===== src/rtl/vga_sync_receiver.sv =====
// VGA sync receiver: recovers pixel coordinates from pixel strobe and syncs,
// checks line/frame timing and locks after consecutive clean frames.
module vga_sync_receiver #(
  parameter int H_ACTIVE    = 640,
  parameter int H_SYNC      = 96,
  parameter int H_BP        = 48,
  parameter int H_FP        = 16,
  parameter int V_ACTIVE    = 480,
  parameter int V_SYNC      = 2,
  parameter int V_BP        = 33,
  parameter int V_FP        = 10,
  parameter int LOCK_FRAMES = 2
) (
  input  logic        clk,
  input  logic        rst,
  input  logic        vga_clk,
  input  logic        hor_sync,
  input  logic        ver_sync,
  input  logic [7:0]  red,
  input  logic [7:0]  green,
  input  logic [7:0]  blue,
  output logic        pix_valid,
  output logic [9:0]  pix_x,
  output logic [9:0]  pix_y,
  output logic [23:0] pix_rgb,
  output logic        frame_start,
  output logic        locked,
  output logic [7:0]  err_count
);

  localparam int H_TOTAL = H_ACTIVE + H_SYNC + H_BP + H_FP;
  localparam int V_TOTAL = V_ACTIVE + V_SYNC + V_BP + V_FP;
  localparam int GW      = $clog2(LOCK_FRAMES + 1);

  localparam logic [9:0] H_LAST = 10'(H_TOTAL - 1);
  localparam logic [9:0] V_LAST = 10'(V_TOTAL - 1);
  localparam logic [9:0] H_LO   = 10'(H_SYNC + H_BP);
  localparam logic [9:0] H_HI   = 10'(H_SYNC + H_BP + H_ACTIVE - 1);
  localparam logic [9:0] V_LO   = 10'(V_SYNC + V_BP);
  localparam logic [9:0] V_HI   = 10'(V_SYNC + V_BP + V_ACTIVE - 1);
  localparam logic [GW-1:0] G_LOCK = GW'(LOCK_FRAMES);

  typedef enum logic [1:0] {
    SEARCH  = 2'd0,
    ACQUIRE = 2'd1,
    LOCKED  = 2'd2
  } state_t;

  state_t state;
  state_t state_nx;

  logic          h_prev;
  logic          v_prev;
  logic          arm;
  logic          arm_nx;
  logic [9:0]    h_cnt;
  logic [9:0]    v_cnt;
  logic [9:0]    h_nx;
  logic [9:0]    v_nx;
  logic [GW-1:0] good;
  logic [GW-1:0] good_nx;
  logic [GW-1:0] good_inc;
  logic [7:0]    err_nx;
  logic          hfall;
  logic          vfall;
  logic          fs;
  logic          line_err;
  logic          frame_err;
  logic          err;
  logic          pix_hit;

  // Checks use the counts before this sample; coordinates use the new counts.
  always_comb begin
    hfall     = h_prev & ~hor_sync;
    vfall     = v_prev & ~ver_sync;
    fs        = hfall & ~ver_sync & (arm | vfall);
    line_err  = hfall ? (h_cnt != H_LAST) : (h_cnt == H_LAST);
    frame_err = fs ? (v_cnt != V_LAST)
                   : (hfall & (v_cnt == V_LAST));
    err       = vga_clk & (state != SEARCH)
                & (line_err | frame_err);
    h_nx      = hfall ? '0
              : (h_cnt == H_LAST) ? h_cnt
              : h_cnt + 10'd1;
    v_nx      = fs ? '0
              : (hfall && v_cnt != V_LAST) ? v_cnt + 10'd1
              : v_cnt;
    arm_nx    = fs ? 1'b0
              : (vfall & ~hfall) ? 1'b1
              : arm;
    good_inc  = good + GW'(1);
  end

  always_ff @(posedge clk or posedge rst) begin
    if (rst) state <= SEARCH;
    else     state <= state_nx;
  end

  always_comb begin
    state_nx = state;
    if (vga_clk) begin
      unique case (state)
        SEARCH: begin
          if (fs) state_nx = ACQUIRE;
        end
        ACQUIRE: begin
          if (err)
            state_nx = SEARCH;
          else if (fs && good_inc == G_LOCK)
            state_nx = LOCKED;
        end
        LOCKED: begin
          if (err) state_nx = SEARCH;
        end
        default: state_nx = SEARCH;
      endcase
    end
  end

  always_comb begin
    good_nx = good;
    err_nx  = err_count;
    pix_hit = 1'b0;
    if (vga_clk) begin
      if (state == SEARCH && fs)
        good_nx = '0;
      else if (state == ACQUIRE && fs && !err)
        good_nx = good_inc;
      if (err && err_count != 8'hFF)
        err_nx = err_count + 8'd1;
      pix_hit = (state == LOCKED)
              && h_nx >= H_LO && h_nx <= H_HI
              && v_nx >= V_LO && v_nx <= V_HI;
    end
  end

  assign locked = (state == LOCKED);

  always_ff @(posedge clk or posedge rst) begin
    if (rst) begin
      h_prev      <= 1'b0;
      v_prev      <= 1'b0;
      arm         <= 1'b0;
      h_cnt       <= '0;
      v_cnt       <= '0;
      good        <= '0;
      err_count   <= '0;
      frame_start <= 1'b0;
      pix_valid   <= 1'b0;
      pix_x       <= '0;
      pix_y       <= '0;
      pix_rgb     <= '0;
    end else begin
      frame_start <= 1'b0;
      pix_valid   <= 1'b0;
      if (vga_clk) begin
        h_prev      <= hor_sync;
        v_prev      <= ver_sync;
        arm         <= arm_nx;
        h_cnt       <= h_nx;
        v_cnt       <= v_nx;
        good        <= good_nx;
        err_count   <= err_nx;
        frame_start <= fs;
        pix_valid   <= pix_hit;
        if (pix_hit) begin
          pix_x   <= h_nx - H_LO;
          pix_y   <= v_nx - V_LO;
          pix_rgb <= {red, green, blue};
        end
      end
    end
  end

endmodule


===== config.mk =====
export PLATFORM = sky130hd
export DESIGN_NAME = vga_sync_receiver
export DESIGN_NICKNAME = d
export VERILOG_FILES = /design/src/rtl/vga_sync_receiver.sv
export SDC_FILE = /design/constraint.sdc
export NUM_CORES = 1
export LEC_CHECK = 0
export CAP_MARGIN = 20
export CORE_MARGIN = 4
export CORE_UTILIZATION = 38
export CTS_BUF_LIST = sky130_fd_sc_hd__clkbuf_8
export DETAILED_ROUTE_END_ITERATION = 8
export GPL_ROUTABILITY_DRIVEN = 0
export PLACE_DENSITY = 0.67
export SETUP_SLACK_MARGIN = 0.3
export SLEW_MARGIN = 15
export SYNTH_ARGS = -nofsm -noshare
export SYNTH_HDL_FRONTEND = slang
export SYNTH_SLANG_ARGS = --single-unit

===== constraint.sdc =====
create_clock -name clk -period 4.8 [get_ports clk]
set_clock_uncertainty 0.05 [all_clocks]
set_input_delay 0.48 -clock clk [delete_from_list [all_inputs] [get_ports clk]]
set_output_delay 0.48 -clock clk [all_outputs]
set_load 0.02 [all_outputs]

# Word level (Yosys, flattened, before mapping)
# Index checks and enable logic that the tools add are counted.
[totals]
ff_bits = 81
in_bits = 29
out_inout_bits = 55
elab_cells = 85
[op_classes]
n_addsub = 6
order_cmp = 4
eq_ne = 11
muxes = 18
bitwise_logic = 13
reduce_logical = 20
[op_table]
columns = ["operator", "count"]
rows = [
  ["10-bit 2-to-1 mux", 4],
  ["10-bit by 1-bit adder with 10-bit output (second input constant)", 2],
  ["10-bit equality test (second input constant)", 2],
  ["10-bit less-or-equal comparator (second input constant)", 2],
  ["10-bit != test (second input constant)", 2],
  ["2-bit 2-to-1 mux", 6],
  ["10-bit by 6-bit >= comparator with 1-bit output (second input constant)", 1],
  ["10-bit by 8-bit >= comparator with 1-bit output (second input constant)", 1],
  ["1-bit logical AND", 10],
  ["10-bit by 6-bit subtractor with 10-bit output (second input constant)", 1],
  ["10-bit by 8-bit subtractor with 10-bit output (second input constant)", 1],
  ["8-bit by 1-bit adder with 8-bit output (second input constant)", 1],
  ["1-bit bitwise AND", 8],
  ["8-bit != test (second input constant)", 1],
  ["2-bit AND reduction", 4],
  ["1-bit 2-to-1 mux", 7],
  ["2-bit case mux with 3 select lines", 1],
  ["2-bit nonzero test", 3],
  ["2-bit equality test (second input constant)", 2],
  ["4-bit AND reduction", 1],
  ["3-bit != test (second input constant)", 1],
  ["1-bit inverter", 3],
  ["2-bit by 1-bit adder with 2-bit output (second input constant)", 1],
  ["2-bit by 1-bit equality test with 1-bit output (second input constant)", 1],
  ["5 further kinds", 6],
]

# Longest topological paths before layout
[depth]
word_depth = 11
mapped_depth = 14
ltp_nobuf = 13

# Worst setup path before layout
# No wires, ideal clock.
[synth_path]
path_kind = "input to register"
startpoint = "input hor_sync"
endpoint = "register pix_rgb[10]"
setup_ns = 0.125
arrival_ns = 3.055
required_time_ns = 4.625
slack_ns = 1.570
stages = 13
path_buffers = 3
path_cell_list = "nor2b_1 > buf_2 > buf_1 > a31oi_1 > o21ai_0 > ha_1 > nor3b_1 > a211oi_1 > nor4_1 > o211ai_4 > inv_6 > buf_12 > mux2_4"
[synth_via]
elab_chain_len = 10
word_cells_on_any_way = 18
cone_classes = "order compare (4); mux (4); bitwise (4); reduce/logical (6)"
[synth_rtl]
columns = ["element", "line", "source"]
rows = [
  ["start, declared", "17", "input logic hor_sync,"],
  ["1-bit inverter (*)", "74", "hfall = h_prev & ~hor_sync;"],
  ["1-bit bitwise AND (*)", "74", ""],
  ["1-bit bitwise AND (tied with other cells) (2 in a row)", "76", "fs = hfall & ~ver_sync & (arm | vfall);"],
  ["10-bit 2-to-1 mux / 1-bit logical AND (equally long branches)", "85, 132", ""],
  ["10-bit by 6-bit >= comparator with 1-bit output / 1-bit logical AND (equally long branches)", "133, 132", ""],
  ["1-bit logical AND", "133", "&& v_nx >= V_LO && v_nx <= V_HI;"],
  ["1-bit logical AND (*)", "133", ""],
  ["1-bit 2-to-1 mux (*)", "124", "if (vga_clk) begin"],
  ["2-bit AND reduction (no line) (*)", "n/a", ""],
  ["end signal, assigned", "169", "pix_rgb <= {red, green, blue};"],
  ["end, declared", "25", "output logic [23:0] pix_rgb,"],
]
# Every way passes the cells marked *; elsewhere a longest branch is shown, timed or not.
# A chain may end at the register's enable or synchronous reset.

# Final worst setup path
[layout_path]
startpoint = "input hor_sync"
endpoint = "register pix_x[7]"
[layout_via]
elab_chain_len = 10
word_cells_on_any_way = 19
cone_classes = "add/sub (1); order compare (4); mux (4); bitwise (4); reduce/logical (6)"
[layout_rtl]
columns = ["element", "line", "source"]
rows = [
  ["1-bit inverter (*)", "74", ""],
  ["1-bit bitwise AND (*)", "74", ""],
  ["1-bit bitwise AND / 1-bit logical AND (equally long branches)", "76, 86", ""],
  ["1-bit bitwise AND / 10-bit 2-to-1 mux (equally long branches)", "76, 86", ""],
  ["10-bit 2-to-1 mux (*)", "85", "v_nx = fs ? '0"],
  ["via v_nx[0]", "59", "logic [9:0] v_nx;"],
  ["10-bit by 6-bit >= comparator with 1-bit output", "133", ""],
  ["1-bit logical AND", "133", ""],
  ["1-bit logical AND (*)", "133", ""],
  ["1-bit 2-to-1 mux (*)", "124", ""],
  ["2-bit AND reduction (no line) (*)", "n/a", ""],
  ["end signal, assigned", "167", "pix_x <= h_nx - H_LO;"],
  ["end, declared", "23", "output logic [9:0] pix_x,"],
]
# The timed path passes the listed nets; every way through them passes the cells marked *.

==> results.sh <==
export IMPL_fmax_mhz=256
export IMPL_p_total_uw=1850
export IMPL_layout_common_cells="clkdlybuf4s50_1 (83), dfrtp_1 (81), mux2_4 (39)"
export IMPL_synth_enable_flop_cells=0
export IMPL_p_sw_uw=564
export IMPL_syn_inst=408
export IMPL_cts_hold_fix_buffers=0
export IMPL_fin_nets=527
export IMPL_htreeDepth=3
export IMPL_power_density_nw_per_um2=325
export IMPL_synth_net_count=446
export IMPL_drive_gt1_share_pct=17.0
export IMPL_synth_top_area_share_pct=44.5
export IMPL_timing_rr_start="v_cnt[0]"
export IMPL_dr_pass1_iters=5
export IMPL_cts_root_buffer="clkbuf_8"
export IMPL_setup_violations=0
export IMPL_run_status="completed"
export IMPL_power_frac_seq_pct=44.0
export IMPL_critPathMaxFanout=43
export IMPL_die_area_sq_um=13800
export IMPL_place_inst=621
export IMPL_ys_flop_type="dfrtp_1"
export IMPL_worst_setup_path_type="input port to flop"
export IMPL_fin_area_sq_um=5710
export IMPL_layout_min_cycle_time_ns=3.91
export IMPL_fin_setup_tns_ns=0
export IMPL_initial_utilization_pct=39.4
export IMPL_end_kind="flop"
export IMPL_wl_per_cell_um=16.3
export IMPL_grt_max_degree=49
export IMPL_p_sw_share_pct=30.4
export IMPL_worst_hold_path_type="flop to flop"
export IMPL_synth_cell_types=74
export IMPL_intPower_uw=1290
export IMPL_place_detailed_hpwl_mm=7.48
export IMPL_layout_commonest_cell="clkdlybuf4s50_1"
export IMPL_grt_pass1_vias=3357
export IMPL_vias=3467
export IMPL_row_count=39
export IMPL_io_pins=84
export IMPL_yosys_area_top_type="dfrtp_1"
export IMPL_cp_start_kind="input port"
export IMPL_drv_slew=0
export IMPL_finalCritPeriodShare_pct=81.4
export IMPL_gr_total_overflow=0
export IMPL_synthTopCellsByArea="dfrtp_1 (44%), mux2_4 (13%), xnor2_1 (3.1%)"
export IMPL_grt_first_pass_wirelength_mm=17.3
export IMPL_post_route_util_pct=49.4
export IMPL_fin_cells=637
export IMPL_path_clk_slew_ns=0.08
export IMPL_arrival_ns=4.09
export IMPL_postRouteAntennaNets=0
export IMPL_ir_worst_vdd_mv=0.128
export IMPL_cts_sinks=81
export IMPL_maxSlewHeadroom_pct=41.8
export IMPL_dpl_cell_area_sq_um=5460
export IMPL_power_share_combinational_pct=22.8
export IMPL_ctsResizeCount=0
export IMPL_drt_iter0_drc=160
export IMPL_worst_pin_slew_ns=0.872
export IMPL_wl_mm=10.4
export IMPL_n_antenna_cell=0
export IMPL_required_ns=4.98
export IMPL_rsz0062_at_grt="no"
export IMPL_clk_latency_ns=0.36
export IMPL_gr_usage_all_layers_pct=15.1
export IMPL_ys_warn_count=0
export IMPL_grt_antenna_before_repair=0
export IMPL_crit_start="hor_sync"
export IMPL_die_width_um=118
export IMPL_min_from="pix_x[7]"
export IMPL_leakage_uw=0.00244
export IMPL_post_cts_buffers=0
export IMPL_p_clk_share_pct=33.2
export IMPL_cts_tree="done"
export IMPL_max_cap_viol_count=0
export IMPL_cts_max_path_buffers=2
export IMPL_syn_to_final_growth_pct=25.3
export IMPL_numCtsBuffers=9
export IMPL_synth_area_sq_um=4560
export IMPL_hold_viol=0
export IMPL_fill_cells=1054
export IMPL_avgSynthCellArea_sq_um=11.2
export IMPL_core_area_sq_um=11600
export IMPL_synth_seq_cells=81
export IMPL_portBuffers=83
export IMPL_async_reset_ff_share_pct=100
export IMPL_die_height_um=118
export IMPL_viasPerCell=5.44
export IMPL_drc=0
export IMPL_seq_area_frac_synth_pct=44.5
==> metrics by stage <==
stage | hold WS [ns] | setup slack [ns]
final | 0.440 | 0.892
after global routing | 0.467 | 0.619
after CTS | 0.442 | 0.892
after detailed placement | 0.424 | 0.562
after global placement | 0.417 | 0.568
after floorplan | 0.425 | 1.57
==> synthesized netlist by cell type, types with 4 or more instances <==
cell      number
mux2_4        39
a21oi_1        9
a31oi_1        6
nand3_1        8
clkbuf_1       8
xnor2_1       16
nand2_1       32
buf_12         4
mux2_2         6
mux2i_1        8
nand4_1        6
nor4_1         4
a211oi_1       5
inv_1         19
o21ai_0       24
nor2_1        29
xor2_1         5
dfrtp_1       81
nor3_1         8
mux2_1         4
ha_1           9
or3_1          4
==> worst max-delay path: stages <==
cell and delay, ns:
clkdlybuf4s50_1 0.46, nand2b_1 0.41, a31oi_2 0.43, xnor2_1 0.10
or2_2 0.31, inv_1 0.10, ha_1 0.29, o21ba_2 0.21
o22ai_1 0.29, o211ai_4 0.17, inv_6 0.45, mux2_1 0.37
==> layer usage <==
metal | up-vias | global-route usage [%] | part of all wire [%]
li1 | 1633 | - | -
met1 | 1708 | 20.3 | 46
met2 | 114 | 24.2 | 47
met3 | 12 | 3.94 | 5.3
met4 | 0 | 3.96 | 1.1
met5 | - | 0 | 0
==> power groups by stage <==
| stage | Combinational (uW) | Sequential, uW | Clock [uW] |
|---|---|---|---|
| floorplan | 298 | 815 | 0 |
| global placement | 413 | 826 | 0 |
| detailed placement | 421 | 827 | 0 |
| CTS | 424 | 815 | 635 |
| global route | 468 | 828 | 664 |
| finish | 422 | 816 | 616 |
==> sequential cells by signal, indices dropped and copies added (netlist names) <==
| register | cells |
|---|---|
| pix_rgb | 24 |
| h_cnt | 10 |
| pix_x | 10 |
| pix_y | 10 |
| v_cnt | 10 |
| err_count | 8 |
| good | 2 |
| state | 2 |
| arm | 1 |
| frame_start | 1 |
| h_prev | 1 |
| pix_valid | 1 |
| v_prev | 1 |
==> logic make-up after synthesis <==
logic type	synth area share (%)
flops	44.5
buf+inv	4.88
fa+ha+maj	2.47
simple gates	13.9
xor+xnor	4.03
mux	17.1
compound gates	13.2
==> cell type report <==
cell class	instances	area, sq um	area share (%)
multi-input combinational	289	2310	40.4
sequential	81	2030	35.5
timing repair buffer	87	861	15.1
tap	143	179	3.13
clock buffer	10	138	2.41
clock inverter	6	115	2.01
inverter	21	85.1	1.49
==> path summary, 6_finish.rpt <==
| path | slack (ns) | cells past startpoint | endpoint |
|---|---|---|---|
| worst max-delay path | 0.89 | 12 | pix_x[7] |
| worst min-delay path | 0.44 | 1 | pix_x[7] |
| worst max register to register | 0.90 | 13 | pix_x[7] |
| worst min register to register | 0.44 | 1 | pix_x[7] |
| max in group asynchronous | 3.20 | 3 | pix_rgb[6] |
| min in group asynchronous | 0.55 | 2 | err_count[5] |
No activity file was read; power rests on OpenSTA's default activity.
